<file path="src/rtl/lcd_write_ctrl.sv">
`default_nettype none
// +--------------------------------------------------------------------------+
// | Module   : lcd_write_ctrl                                                 |
// | Purpose  : Responder end of the LCD character-write handshake. After      |
// |            reset it runs the HD44780 8-bit power-up initialisation,       |
// |            raises initDone, then writes one ASCII byte per accepted       |
// |            writeStart with full setup / E-pulse / hold / execution timing |
// |            and answers with a one-cycle writeDone.                        |
// | Ports    : clkFSM     - system clock                                      |
// |            resetFSM   - synchronous active-high reset                     |
// |            writeStart - request pulse, sampled only in READY              |
// |            data[7:0]  - character, sampled with the accepted writeStart   |
// |            initDone   - LCD initialised (held until reset)                |
// |            writeDone  - one-cycle pulse when a write has completed        |
// |            LCD_E/LCD_RS/LCD_RW/LCD_DB[7:0] - LCD bus (RW tied low)        |
// | Options  : `define LCD_LINE_WRAP_EN to issue a set-DDRAM-address command  |
// |            (line 2 / line 1, alternating) whenever the column wraps.      |
// | Revision : 1.0 - initial release                                          |
// +--------------------------------------------------------------------------+
module lcd_write_ctrl #(
  parameter int PWRUP_CYC      = 750000,
  parameter int INIT_WAIT_CYC  = 250000,
  parameter int SETUP_CYC      = 4,
  parameter int E_PULSE_CYC    = 12,
  parameter int CMD_WAIT_CYC   = 2000,
  parameter int CLEAR_WAIT_CYC = 82000
) (
  input  logic       clkFSM,
  input  logic       resetFSM,
  input  logic       writeStart,
  input  logic [7:0] data,
  output logic       initDone,
  output logic       writeDone,
  output logic       LCD_E,
  output logic       LCD_RS,
  output logic       LCD_RW,
  output logic [7:0] LCD_DB
);

  // Counter must hold the largest wait minus one.
  localparam int c_MAX_A   = (PWRUP_CYC > INIT_WAIT_CYC) ? PWRUP_CYC : INIT_WAIT_CYC;
  localparam int c_MAX_B   = (CMD_WAIT_CYC > CLEAR_WAIT_CYC) ? CMD_WAIT_CYC : CLEAR_WAIT_CYC;
  localparam int c_MAX_C   = (SETUP_CYC > E_PULSE_CYC) ? SETUP_CYC : E_PULSE_CYC;
  localparam int c_MAX_AB  = (c_MAX_A > c_MAX_B) ? c_MAX_A : c_MAX_B;
  localparam int c_MAX_CYC = (c_MAX_AB > c_MAX_C) ? c_MAX_AB : c_MAX_C;
  localparam int c_CNT_W   = $clog2(c_MAX_CYC + 1);

  localparam logic [2:0] c_PWRUP = 3'd0;
  localparam logic [2:0] c_SETUP = 3'd1;
  localparam logic [2:0] c_EHIGH = 3'd2;
  localparam logic [2:0] c_HOLD  = 3'd3;
  localparam logic [2:0] c_EXEC  = 3'd4;
  localparam logic [2:0] c_READY = 3'd5;
  localparam logic [2:0] c_DONE  = 3'd6;

  // What the transaction currently on the bus is, so EXEC knows where to go.
  localparam logic [1:0] c_KIND_INIT   = 2'd0;
  localparam logic [1:0] c_KIND_DATA   = 2'd1;
`ifdef LCD_LINE_WRAP_EN
  localparam logic [1:0] c_KIND_CURSOR = 2'd2;
`endif

  localparam logic [2:0] c_LAST_INIT = 3'd6;

  logic [2:0]         r_state;
  logic [c_CNT_W-1:0] r_cnt;
  logic [2:0]         r_initIdx;
  logic [3:0]         r_col;
  logic [7:0]         r_db;
  logic               r_rs;
  logic               r_initDone;
  logic [1:0]         r_kind;
`ifdef LCD_LINE_WRAP_EN
  logic               r_line;     // 0 = cursor on line 1, 1 = line 2
  logic               w_colWrap;
`endif

  logic [7:0]         w_initCmd;
  logic [7:0]         w_nextInitCmd;
  logic [c_CNT_W-1:0] w_execLoad;

  function automatic logic [7:0] initCmd(input logic [2:0] idx);
    case (idx)
      3'd0, 3'd1, 3'd2: initCmd = 8'h30;  // function set, 8-bit (x3)
      3'd3:             initCmd = 8'h38;  // 8-bit, 2 lines, 5x8 font
      3'd4:             initCmd = 8'h0C;  // display on, cursor off
      3'd5:             initCmd = 8'h06;  // entry mode: increment
      default:          initCmd = 8'h01;  // clear display
    endcase
  endfunction

  assign w_initCmd     = initCmd(r_initIdx);
  assign w_nextInitCmd = initCmd(r_initIdx + 3'd1);
`ifdef LCD_LINE_WRAP_EN
  assign w_colWrap     = (r_col == 4'd15);
`endif

  // Execution wait (minus one) for the command currently on the bus.
  always_comb begin
    w_execLoad = c_CNT_W'(CMD_WAIT_CYC - 1);
    if (r_kind == c_KIND_INIT) begin
      if (r_initIdx < 3'd3) begin
        w_execLoad = c_CNT_W'(INIT_WAIT_CYC - 1);
      end else if (r_initIdx == c_LAST_INIT) begin
        w_execLoad = c_CNT_W'(CLEAR_WAIT_CYC - 1);
      end
    end
  end

  // Waits load N-1 on entry and leave when the counter reaches zero, so a
  // wait of N occupies exactly N cycles. Power-up instead counts up from the
  // reset value of zero to PWRUP_CYC-1, which keeps the reset value at zero.
  always_ff @(posedge clkFSM) begin
    if (resetFSM) begin
      r_state    <= c_PWRUP;
      r_cnt      <= '0;
      r_initIdx  <= '0;
      r_col      <= '0;
      r_db       <= 8'h00;
      r_rs       <= 1'b0;
      r_initDone <= 1'b0;
      r_kind     <= c_KIND_INIT;
`ifdef LCD_LINE_WRAP_EN
      r_line     <= 1'b0;
`endif
    end else begin
      case (r_state)
        c_PWRUP: begin
          if (r_cnt == c_CNT_W'(PWRUP_CYC - 1)) begin
            r_state <= c_SETUP;
            r_cnt   <= c_CNT_W'(SETUP_CYC - 1);
            r_db    <= w_initCmd;
            r_rs    <= 1'b0;
            r_kind  <= c_KIND_INIT;
          end else begin
            r_cnt <= r_cnt + c_CNT_W'(1);
          end
        end
        c_SETUP: begin
          if (r_cnt == '0) begin
            r_state <= c_EHIGH;
            r_cnt   <= c_CNT_W'(E_PULSE_CYC - 1);
          end else begin
            r_cnt <= r_cnt - c_CNT_W'(1);
          end
        end
        c_EHIGH: begin
          if (r_cnt == '0) begin
            r_state <= c_HOLD;
            r_cnt   <= c_CNT_W'(SETUP_CYC - 1);
          end else begin
            r_cnt <= r_cnt - c_CNT_W'(1);
          end
        end
        c_HOLD: begin
          if (r_cnt == '0) begin
            r_state <= c_EXEC;
            r_cnt   <= w_execLoad;
          end else begin
            r_cnt <= r_cnt - c_CNT_W'(1);
          end
        end
        c_EXEC: begin
          if (r_cnt == '0) begin
            case (r_kind)
              c_KIND_INIT: begin
                if (r_initIdx == c_LAST_INIT) begin
                  r_state    <= c_READY;
                  r_initDone <= 1'b1;
                end else begin
                  r_initIdx <= r_initIdx + 3'd1;
                  r_db      <= w_nextInitCmd;
                  r_state   <= c_SETUP;
                  r_cnt     <= c_CNT_W'(SETUP_CYC - 1);
                end
              end
              c_KIND_DATA: begin
                r_col <= r_col + 4'd1;
`ifdef LCD_LINE_WRAP_EN
                if (w_colWrap) begin
                  // Move the cursor to the start of the other line before
                  // reporting the write as done.
                  r_db    <= r_line ? 8'h80 : 8'hC0;
                  r_line  <= ~r_line;
                  r_rs    <= 1'b0;
                  r_kind  <= c_KIND_CURSOR;
                  r_state <= c_SETUP;
                  r_cnt   <= c_CNT_W'(SETUP_CYC - 1);
                end else begin
                  r_state <= c_DONE;
                end
`else
                r_state <= c_DONE;
`endif
              end
              default: begin
                r_state <= c_DONE;
              end
            endcase
          end else begin
            r_cnt <= r_cnt - c_CNT_W'(1);
          end
        end
        c_READY: begin
          if (writeStart) begin
            r_db    <= data;
            r_rs    <= 1'b1;
            r_kind  <= c_KIND_DATA;
            r_state <= c_SETUP;
            r_cnt   <= c_CNT_W'(SETUP_CYC - 1);
          end
        end
        c_DONE: begin
          r_state <= c_READY;
        end
        default: begin
          r_state <= c_PWRUP;
          r_cnt   <= '0;
        end
      endcase
    end
  end

  assign initDone  = r_initDone;
  assign writeDone = (r_state == c_DONE);
  assign LCD_E     = (r_state == c_EHIGH);
  assign LCD_RS    = r_rs;
  assign LCD_RW    = 1'b0;
  assign LCD_DB    = r_db;

endmodule
`default_nettype wire

</file>
<file path="config.mk">
export PLATFORM = sky130hd
export DESIGN_NAME = lcd_write_ctrl
export DESIGN_NICKNAME = d
export VERILOG_FILES = /design/src/rtl/lcd_write_ctrl.sv
export SDC_FILE = /design/constraint.sdc
export NUM_CORES = 1
export LEC_CHECK = 0
export BUFFER_PORTS_ARGS = -buffer_cell sky130_fd_sc_hd__buf_2
export CAP_MARGIN = 25
export CORE_MARGIN = 10
export CORE_UTILIZATION = 65
export DETAILED_ROUTE_END_ITERATION = 7
export PLACE_DENSITY = 0.86
export RECOVER_POWER = 100
export SLEW_MARGIN = 20
export SYNTH_ARGS = -nofsm -noshare
export SYNTH_HDL_FRONTEND = slang
export SYNTH_SLANG_ARGS = --single-unit
export TNS_END_PERCENT = 20
</file>
<file path="constraint.sdc">
create_clock -name clkFSM -period 7.27 [get_ports clkFSM]
set_input_delay 2.181 -clock clkFSM [delete_from_list [all_inputs] [get_ports clkFSM]]
set_output_delay 2.181 -clock clkFSM [all_outputs]
set_load 0.03 [all_outputs]
</file>
## After elaboration in Yosys (flattened, before gate mapping)

Index checks and enable logic that the tools add are counted.
Widths: inputs -> output; s select.

| operators by class | value |
|---|---|
| $mul | 0 |
| magnitude comparators | 1 |
| mux-type cells | 35 |
| bitwise operators | 2 |
| equal/unequal tests | 28 |
| $add $sub $neg | 3 |
| shift operators | 0 |
| reduce and logical (&&, ||, !) cells | 15 |
| div/mod/pow operators | 0 |

Operators by type and width:

| cell | count |
|---|---|
| $mux 20 | 8 |
| $pmux 20 s7 | 1 |
| $pmux 6 s4 | 2 |
| $mux 8 | 5 |
| $mux 18 | 2 |
| $eq 3x3->1 const B | 8 |
| $mux 3 | 8 |
| $pmux 8 s3 | 1 |
| $pmux 3 s7 | 1 |
| $add 20x1->20 const B | 1 |
| $eq 20x20->1 const B | 1 |
| $logic_not 20->1 | 1 |
| $sub 20x1->20 const B | 1 |
| $eq 3x2->1 const B | 6 |
| $mux 17 | 1 |
| $ne 2x2->1 const B | 7 |
| $reduce_and 4->1 | 3 |
| $reduce_and 6->1 | 2 |
| $eq 3x1->1 const B | 3 |
| $logic_not 3->1 | 3 |
| $ne 3x3->1 const B | 2 |
| $reduce_or 3->1 | 2 |
| $mux 2 | 2 |
| $pmux 2 s2 | 1 |
| other kinds (10) | 12 |

| word-level totals | value |
|---|---|
| output and inout port bits | 13 |
| memory bits (read-only) | 0 |
| logic and storage cells | 91 |
| memories | 0 |
| RAM bits | 0 |
| input port bits | 11 |
| latch bits | 0 |
| bits in registers | 38 |

## Depth between registers and ports, before layout

Gate-level depths: netlist (run 1).

| logic depth | value |
|---|---|
| depth in word-level cells | 8 |
| gate-level depth with buffers | 11 |

## Least setup slack after synthesis (run 1)

No wires, ideal clock.

| path | value |
|---|---|
| path type | flip-flop to output port |
| start point | register r_state[0] |
| end point | output port LCD_E |
| cell stages (with the launch flop) | 5 |
| data required time | 5.089 ns |
| path buffers | 3 |
| path slack | 3.515 ns |
| arrival | 1.574 ns |
| cell sequence | dfxtp_1 -> clkbuf_1 -> clkbuf_1 -> buf_1 -> nor3_1 |

| on the way | value |
|---|---|
| longest elaborated chain between the ends | 1 |

Ends and longest elaborated chain:

| element | line | RTL |
|---|---|---|
| from (decl) | 65 | `logic [2:0] r_state;` |
| from (signal assigned) | 115 | `r_state <= c_PWRUP;` |
| from (signal assigned) | 130 | `r_state <= c_SETUP;` |
| from (signal assigned) | 141 | `r_state <= c_EHIGH;` |
| $eq 3x2->1 | 226 | `assign LCD_E = (r_state == c_EHIGH);` |
| to (decl) | 34 | `output logic LCD_E,` |

Every way passes these cells.

## Worst setup path in the final report (run 1)

| path | value |
|---|---|
| start point | register r_state[0] |
| end point | output port writeDone |

| on the way | value |
|---|---|
| longest elaborated chain between the ends | 1 |

Ends and longest elaborated chain:

| element | line | RTL |
|---|---|---|
| $eq 3x3->1 | 225 | `assign writeDone = (r_state == c_DONE);` |
| to (decl) | 33 | `output logic writeDone,` |

Every way passes these cells.

==> run metrics, run 1 <==
Post-Synthesis Cells 400; Period minus WS final 4.36 ns; crit-path cells clkinv_1 -> and3_1 -> clkbuf_1; number of flops mapped to enable cells by yosys 0; Clk network pwr share 11.1%; dominant cells by area after synthesis dfxtp_1 25%, a21oi_1 5.2%, o21ai_0 4.9%, nor2_1 4.7%, nand2_1 4.2%; DRT antenna net count 0; Syn Nets 420; Yosys reg bits 36; Worst path max stage delay 0.88 ns; First-pass DRT Iterations 8; Critical Path AT 2.18 ns; Cell Int Power 0.580 mW; CP Max Fanout 28; dpl ws 3.32 ns; GRT overflow 0; Max Cap Violations 1; Top FF cell, synth dfxtp_1; Clock Latency Late Sink 0.29 ns; hold_buf cts 0; placed cells 439; Nets 414; Non-Filler Instances 446; combinational cell fraction of total power 61.8%; H-tree Lvls 2; die width 86.4 µm; synthesis-to-finish area growth 2.40%; fin area 0.00293 mm²; Boundary Pins 24; Yosys warnings 0; GRT Total Usage 20.7%; Clock Path Buffers 2; skew final 0.00330 ns; final hold vios 0; count of cells resized by post-cts repair 0; Switch Pwr 0.675 mW; Die ar. 0.00746 mm²; Crit path required time 5.09 ns; TritonCTS clock tree yes; RePlAce Congestion 0.978; row count 24; CTS root buffer clkbuf_8; n_diodes 0; Overall Power 1.25 mW; slew margin rel. -13.0%; Post-synth ARST share 0%; clock sinks 36; Setup CP Type reg2out; initial antenna violation count 0; Worst Hold Class reg2reg; sequential share of power 27.1%; setup_tns 0 ns; Tightest Pin Transition 1.69 ns; Lkg Pwr 1.02 nW; DP HPWL 5540 µm; Slowest-stage cell, CP dfxtp_1; status finished with violations; DRC Markers 3; average size of a mapped cell 7.16 µm²; per-cell routed wire length 17.8 µm; post-synth top area cell dfxtp_1; Startpoint Class register; Vias/cell 7.24; number of global-route vias before repair 2858; first-iteration detailed-routing DRC count 514; sequential element share of the synthesized area 25.2%; via count 3231; clock buffer count from CTS 5; Cell variety after synth 63; Reg clk slew, reported paths 0.07 ns; largest net degree at the start of global routing 38; PortBufs 22; failing checks DRC, capacitance limit, slew limit; fraction of layout cells with a size suffix above 1 6.60%; fin. max-slew vios 38; Net Sw Frac 53.8%; Starting Density 66.2%; first-pass GRT wire length 13200 µm; Fmax 229 MHz; pwr dens 428 mW/mm²; Die Y 86.4 µm; post-CTS setup buffers 0; final-report setup violation count 0; most frequent cells after synthesis 36 x dfxtp_1, 36 x nor2_1, 32 x nand2_1, 30 x a21oi_1, 28 x o21ai_0; RSZ-0062 raised after global routing false; period utilization 60.0%; top-area cell type share of the netlist area 25.2%; Mapped Area 0.00286 mm²; dpl cell area 0.00287 mm²; worst setup margin 2.91 ns; aggregate routed wire length 7960 µm; Worst setup EP type primary output; CORE AREA 0.00432 mm²; peak supply drop 0.264 mV
cell type report:
type / count / area, µm²
multi-input cells: 316 / 1920
inverters: 12 / 45.0
flip-flops and latches: 36 / 721
well taps: 52 / 65.1
fillers: 395 / 1390
repair buffers: 23 / 100
clock buffers: 6 / 72.6
clock inverters: 1 / 5.00
layout by cell type, fill, tap and decap left out, drive strengths merged, types with 4 or more instances in the layout:
cell and instances:
dfxtp 36, nor2 36, nand2 32, o21ai 32, a21oi 30, nor3 20
clkbuf 20, nand3 14, a31oi 12, inv 11, nor4 10, o22ai 9
ha 9, buf 9, nand4 8, xnor2 7, a311oi 7, or3 6
and3 5, a211oi 5, mux2i 5, nand2b 4, nor2b 4, a31o 4
or4 4, or2 4
power by group through the flow:
stage / sequential (mW) / combinational (mW) / clock [mW]
after detailed placement: 0.340 / 0.754 / 0
after CTS: 0.335 / 0.755 / 0.141
after floorplan: 0.280 / 0.690 / 0
after global placement: 0.337 / 0.739 / 0
after global routing: 0.350 / 0.838 / 0.149
final: 0.339 / 0.776 / 0.140
worst max-delay path: cells and delay by family (launching register included):
| kind | cells | cell delay (ns) |
|---|---|---|
| and+or+nand+nor | 1 | 0.31 |
| DFF | 1 | 0.88 |
| buffers and inverters | 2 | 0.70 |
kinds of logic (layout without fill, tap and decap cells):
family / count (synthesis) / in the layout / share of synthesized area [%]
AOI/OAI and AO/OA: 131 / 131 / 29.5
xor gates and xnor gates: 10 / 10 / 3.06
adders and majority gates: 9 / 9 / 3.93
buffers and inverters: 48 / 42 / 7.65
DFF: 36 / 36 / 25.2
muxes: 5 / 5 / 1.75
other: 1 / 1 / 0.131
and+or+nand+nor: 160 / 160 / 28.8
per-layer routing:
metal  up-vias  share of wire [%]  wire length, µm  global-route usage [%]
met5         -                  0                0                       0
li1       1477                  -                -                       -
met1      1479                 40             3160                    26.5
met4         0                3.3              265                    8.10
met3        50                 10              827                    4.41
met2       225                 47             3710                    33.0
per-stage QoR:
step | hold slack, ns | util [%]
floorplan | 0.472 | -
global placement | 0.437 | 66.4
detailed placement | 0.451 | 66.4
CTS | 0.462 | 68.2
global route | 0.503 | 67.8
finish | 0.462 | 67.8
sequential cells by signal, summed over array words and instances, names as in the netlist:
signal and count:
r_state 3, r_initIdx 3, LCD_DB 8, r_cnt 20
r_kind 1, initDone 1
path summary, 6_finish.rpt:
check / endpoint / slack [ns] / depth (start not counted) / startpoint
max reg2reg: LCD_DB[6]$_SDFFE_PP0P_ / 4.03 / 6 / r_cnt[5]$_SDFFE_PP0P_
min: LCD_DB[6]$_SDFFE_PP0P_ / 0.46 / 2 / LCD_DB[6]$_SDFFE_PP0P_
min reg2reg: LCD_DB[6]$_SDFFE_PP0P_ / 0.46 / 2 / LCD_DB[6]$_SDFFE_PP0P_
max: writeDone / 2.91 / 3 / r_state[0]$_SDFFE_PP0P_
Power figures use the tool's default switching activity.
==> run 2: changes to the inputs <==
--- a/config.mk
+++ b/config.mk
@@ -5,12 +5,13 @@
 export SDC_FILE = /design/constraint.sdc
 export NUM_CORES = 1
 export LEC_CHECK = 0
+export ABC_AREA = 1
 export BUFFER_PORTS_ARGS = -buffer_cell sky130_fd_sc_hd__buf_2
 export CAP_MARGIN = 25
 export CORE_MARGIN = 10
-export CORE_UTILIZATION = 65
+export CORE_UTILIZATION = 61
 export DETAILED_ROUTE_END_ITERATION = 7
-export PLACE_DENSITY = 0.86
+export PLACE_DENSITY = 0.81
 export RECOVER_POWER = 100
 export SLEW_MARGIN = 20
 export SYNTH_ARGS = -nofsm -noshare
==> constraint.sdc (replaced) <==
create_clock -name clkFSM -period 4.14 [get_ports clkFSM]
set_input_delay 1.242 -clock clkFSM [delete_from_list [all_inputs] [get_ports clkFSM]]
set_output_delay 1.242 -clock clkFSM [all_outputs]
set_load 0.03 [all_outputs]
==> run metrics, run 2 <==
status complete, no violations; max reg flops 20; Boundary Pins 24; slew margin rel. 46.6%; Clock Path Buffers 2; dominant cells by area after synthesis dfxtp_1 23%, nand2_1 17%, nor2_1 10%, nand3_1 9.6%, inv_1 7.0%; commonest non-fill, non-tap cell in the layout nand2_1; pwr dens 942 mW/mm²; final hold vios 0; post-CTS setup buffers 0; Startpoint Class register; sequential element share of the synthesized area 22.7%; combinational cell fraction of total power 68.4%; Post-Synthesis Cells 538; per-cell routed wire length 14.4 µm; Die ar. 0.00849 mm²; clock sinks 36; CTS root buffer clkbuf_8; aggregate routed wire length 8930 µm; CP Max Fanout 10; Switch Pwr 1.83 mW; number of global-route vias before repair 3347; Synth Area in Compound Gates 10.1%; row count 26; DP HPWL 6680 µm; first-iteration detailed-routing DRC count 460; Net Sw Frac 58.6%; setup_tns 0 ns; Tightest Pin Transition 0.798 ns; Biggest register r_cnt; GRT overflow 0; CORE AREA 0.00507 mm²; Die Y 92.1 µm; Yosys reg bits 36; mux share of post-synthesis cell area 0%; fin area 0.00332 mm²; number of flops mapped to enable cells by yosys 0; Clk network pwr share 10.3%; Period minus WS final 2.90 ns; Worst R2R Start r_cnt[0]$_SDFFE_PP0P_; die width 92.1 µm; average size of a mapped cell 5.90 µm²; DRC Markers 0; Post-Synth XOR/XNOR Area 3.31%; DRT antenna net count 0; post-synthesis simple-gate area fraction 49.3%; RSZ-0062 raised after global routing false; synthesis-to-finish area growth 4.57%; Reg clk slew, reported paths 0.08 ns; count leader, synth nand2_1; sequential share of power 21.3%; Fmax 345 MHz; via count 3575; Crit path required time 4.31 ns; Clock Latency Late Sink 0.30 ns; placed cells 613; worst hold endpoint LCD_DB[5]$_SDFFE_PP0P_; Worst R2R Setup Slack 1.24 ns; filler instances 501; Post-synth ARST share 0%; Vias/cell 5.76; period utilization 70.1%; count of cells resized by post-cts repair 0; most frequent cells after synthesis 143 x nand2_1, 87 x nor2_1, 61 x nand3_1, 59 x inv_1, 36 x dfxtp_1; initial antenna violation count 0; Lkg Pwr 1.62 nW; fraction of layout cells with a size suffix above 1 7.99%; RePlAce Congestion 0.932; FF-to-FF path depth 11; Nets 570; Top FF cell, synth dfxtp_1; first-pass GRT wire length 15000 µm; Yosys warnings 0; clock buffer count from CTS 5; Cell Int Power 1.29 mW; n_diodes 0; Setup CP Type reg2reg; H-tree Lvls 2; Cell variety after synth 38; Max Cap Violations 0; largest family of logic cells by synthesized area simple AND/OR/NAND/NOR gates; fin. max-slew vios 0; multi-input logic area 0.00205 mm²; worst hold start LCD_DB[5]$_SDFFE_PP0P_; peak supply drop 0.494 mV; Non-Filler Instances 621; Worst setup EP type register; final-report setup violation count 0; PortBufs 22; skew final 0.00830 ns; post-synth top area cell dfxtp_1; dpl cell area 0.00328 mm²; commonest non-fill, non-tap cells in the layout 146 x nand2_1, 91 x nor2_1, 64 x nand3_1; First-pass DRT Iterations 5; TritonCTS clock tree yes; top-area cell type share of the netlist area 22.7%; Register Area 721 µm²; Post-Synth Adder-Cell Area 3.55%; Syn Nets 558; Critical Path AT 3.08 ns; hold_buf cts 0; Worst Hold Class reg2reg; r2r endpoint r_state[1]$_SDFFE_PP0P_; Mapped Area 0.00317 mm²; Starting Density 62.5%; hold path cells 2; largest net degree at the start of global routing 21; GRT Total Usage 21.0%
## run 2: cell count changes after synthesis, sizes merged, moves of 13 or more
cell,previous run,this run
nand2,32,150
nor2,36,102
inv,11,66
nand3,14,66
clkbuf,23,3
a21oi,30,13
nor3,20,7
## run 2: cell families after synthesis
| group | Yosys count |
|---|---|
| xor+xnor | 12 |
| flops | 36 |
| fa+ha+maj | 9 |
| buf+inv | 84 |
| simple gates | 339 |
| other cells | 1 |
| compound gates | 57 |
## run 2: area by class of cell
cell class	instances	area share [%]
clock buffers	5	2.07
clock inverters	3	1.28
inverters	67	7.58
multi-input cells	418	61.9
flip-flops and latches	36	21.7
well taps	70	2.64
repair buffers	22	2.86
## run 2: worst max path at each step
stage / start / endpoint / cells past startpoint
final: r_cnt[0]$_SDFFE_PP0P_ / r_state[1]$_SDFFE_PP0P_ / 11
after global routing: r_cnt[0]$_SDFFE_PP0P_ / LCD_DB[3]$_SDFFE_PP0P_ / 11
after CTS: r_state[1]$_SDFFE_PP0P_ / writeDone / 3
after detailed placement: writeStart / r_cnt[0]$_SDFFE_PP0P_ / 7
after global placement: writeStart / r_cnt[0]$_SDFFE_PP0P_ / 7
after floorplan: r_state[1]$_SDFFE_PP0P_ / writeDone / 2
## run 2: routing by layer
layer  track usage [%]  share of wire (%)  up-vias  wire, µm
met5                 0                  0        -         0
met4              10.2                2.1        0       189
met3              4.16                9.7       26       866
met2              35.2                 47      195      4160
met1              25.1                 42     1615      3720
li1                  -                  -     1739         -
## run 2: power groups by stage
stage	Clock, mW	Sequential, mW	Combinational (mW)
2_1_floorplan	0	0.644	1.77
3_3_place_gp	0	0.661	2.16
3_5_place_dp	0	0.664	2.20
4_1_cts	0.322	0.658	2.21
5_1_grt	0.333	0.689	2.38
6_report	0.322	0.667	2.14
## run 2: per-stage QoR
stage	power, mW	hold WS [ns]	util [%]	worst slack [ns]
2_1_floorplan	2.41	0.461	-	1.68
5_1_grt	3.40	0.513	65.4	1.01
3_5_place_dp	2.87	0.462	64.6	1.68
3_3_place_gp	2.82	0.474	64.6	1.74
4_1_cts	3.19	0.496	66.8	1.52
6_report	3.13	0.503	65.4	1.24
## run 2: worst max-delay path, stage by stage, from the launching register on
cell and delay (ns):
dfxtp_1 0.33, inv_1 0.15, ha_1 0.37, nand3_1 0.20, nor2_1 0.36, nand3_1 0.36
nand2_1 0.24, inv_1 0.23, nor2_1 0.30, nand2_1 0.07, o21ai_0 0.08, nor2_1 0.06
==> run 3: changes to the inputs <==
==> constraint.sdc (replaced) <==
create_clock -name clkFSM -period 2.85 [get_ports clkFSM]
set_input_delay 0.855 -clock clkFSM [delete_from_list [all_inputs] [get_ports clkFSM]]
set_output_delay 0.855 -clock clkFSM [all_outputs]
set_load 0.03 [all_outputs]
==> run metrics, run 3 (synthesized netlist as in run 2, its figures left out) <==
RePlAce Congestion 0.936; clock sinks 36; first-pass GRT wire length 15300 µm; Biggest register r_cnt; CTS root buffer clkbuf_8; skew final 0.0116 ns; post-CTS setup buffers 0; Max Cap Violations 0; status complete, no violations; final-report setup violation count 0; Tightest Pin Transition 0.744 ns; worst hold start initDone$_SDFFE_PP0P_; Cell Int Power 1.86 mW; dpl cell area 0.00329 mm²; max reg flops 20; Crit path required time 2.00 ns; hold_buf cts 0; H-tree Lvls 2; Switch Pwr 2.71 mW; slew margin rel. 50.3%; Worst Hold Class reg2reg; largest net degree at the start of global routing 21; commonest non-fill, non-tap cell in the layout nand2_1; FF-to-FF path depth 10; Worst R2R Setup Slack 0.55 ns; Slowest-stage cell, CP dfxtp_1; Die Y 92.1 µm; Nets 571; Period minus WS final 2.31 ns; First-pass DRT Iterations 6; row count 26; peak supply drop 0.778 mV; DP HPWL 6760 µm; die width 92.1 µm; hold path cells 2; GRT overflow 0; synthesis-to-finish area growth 5.32%; Critical Path AT 1.46 ns; met2 Use GR 35.8%; CORE AREA 0.00507 mm²; Boundary Pins 24; Clk network pwr share 8.6%; setup_tns 0 ns; via count 3510; Fmax 432 MHz; r2r endpoint r_cnt[12]$_SDFFE_PP0P_; number of global-route vias before repair 3340; pwr dens 1370 mW/mm²; fin area 0.00334 mm²; DRT antenna net count 0; met3 usage 3.83%; filler instances 534; Startpoint Class register; Clock Path Buffers 2; Worst setup EP type primary output; CP bufs+invs 2; fin. max-slew vios 0; Die ar. 0.00849 mm²; period utilization 81.2%; commonest non-fill, non-tap cells in the layout 145 x nand2_1, 88 x nor2_1, 63 x nand3_1; initial antenna violation count 0; combinational cell fraction of total power 70.3%; aggregate routed wire length 8970 µm; Crit path max-delay family buffers and inverters; worst hold endpoint initDone$_SDFFE_PP0P_; CP Max Fanout 6; Worst path max stage delay 0.43 ns; clock buffer count from CTS 5; count of cells resized by post-cts repair 0; final hold vios 0; fraction of layout cells with a size suffix above 1 8.70%; met1 Resource Use GR 27.1%; PortBufs 22; GRT Total Usage 21.4%; n_diodes 0; Clock Latency Late Sink 0.30 ns; Reg clk slew, reported paths 0.07 ns; sequential share of power 21.1%; first-iteration detailed-routing DRC count 355; Lkg Pwr 1.62 nW; Hold WS 0.482 ns; Worst R2R Start r_cnt[0]$_SDFFE_PP0P_; RSZ-0062 raised after global routing false; DRC Markers 0; Setup CP Type reg2out; busiest metal layer after global routing met2; Net Sw Frac 59.3%; crit-path cells inv_1 -> nor3_1 -> clkbuf_1; Vias/cell 5.64; Starting Density 62.5%; TritonCTS clock tree yes; per-cell routed wire length 14.4 µm
-- run 3: changes by cell type in the layout (fill, tap and decap cells not counted), sizes merged --
cell	previous run	this run
buf	10	11
bufinv	1	0
clkbuf	17	20
clkinv	2	1
clkinvlp	1	0
-- run 3: area by class of cell --
cell class	instances	area, µm²	share of cell area, %
multi-input combinational	418	2090	62.5
sequential	36	721	21.6
inverter	67	251	7.52
timing repair buffer	23	103	3.07
clock buffer	8	90.1	2.69
tap	70	87.6	2.62
-- run 3: metal layers --
| layer | vias to the layer above | part of all wire, % |
|---|---|---|
| met5 | - | 0 |
| met4 | 0 | 1.8 |
| met3 | 18 | 7.5 |
| met2 | 159 | 46 |
| met1 | 1596 | 45 |
| li1 | 1737 | - |
-- run 3: worst reg2reg max path, delay by kind of cell (launching register included) --
family / cells / cell delay [ns]
flops: 1 / 0.33
fa+ha+maj: 1 / 0.35
simple gates: 7 / 1.20
buf+inv: 2 / 0.37
-- run 3: worst max path at each step --
stage | slack, ns | endpoint | start | depth (start not counted)
6_report | 0.54 | writeDone | r_state[1]$_SDFFE_PP0P_ | 3
5_1_grt | 0.35 | r_state[1]$_SDFFE_PP0P_ | r_cnt[0]$_SDFFE_PP0P_ | 11
4_1_cts | 0.64 | writeDone | r_state[1]$_SDFFE_PP0P_ | 3
3_5_place_dp | 0.72 | r_cnt[12]$_SDFFE_PP0P_ | r_cnt[0]$_SDFFE_PP0P_ | 10
3_3_place_gp | 0.79 | LCD_DB[5]$_SDFFE_PP0P_ | r_cnt[0]$_SDFFE_PP0P_ | 11
2_1_floorplan | 0.78 | writeDone | r_state[1]$_SDFFE_PP0P_ | 2
-- run 3: metrics by stage --
| stage | setup WS (ns) | util, % | power (mW) | instances |
|---|---|---|---|---|
| 6_report | 0.535 | 65.9 | 4.56 | 622 |
| 5_1_grt | 0.349 | 65.9 | 5.03 | 622 |
| 4_1_cts | 0.643 | 66.5 | 4.56 | 622 |
| 3_5_place_dp | 0.717 | 64.7 | 4.15 | 614 |
| 3_3_place_gp | 0.795 | 64.7 | 4.11 | 614 |
| 2_1_floorplan | 0.778 | - | 3.51 | 538 |
-- run 3: power by group through the flow --
stage	Sequential (mW)	Clock, mW	Combinational [mW]
6_report	0.964	0.392	3.21
5_1_grt	0.998	0.411	3.62
4_1_cts	0.954	0.396	3.21
3_5_place_dp	0.963	0	3.19
2_1_floorplan	0.935	0	2.57
3_3_place_gp	0.961	0	3.15
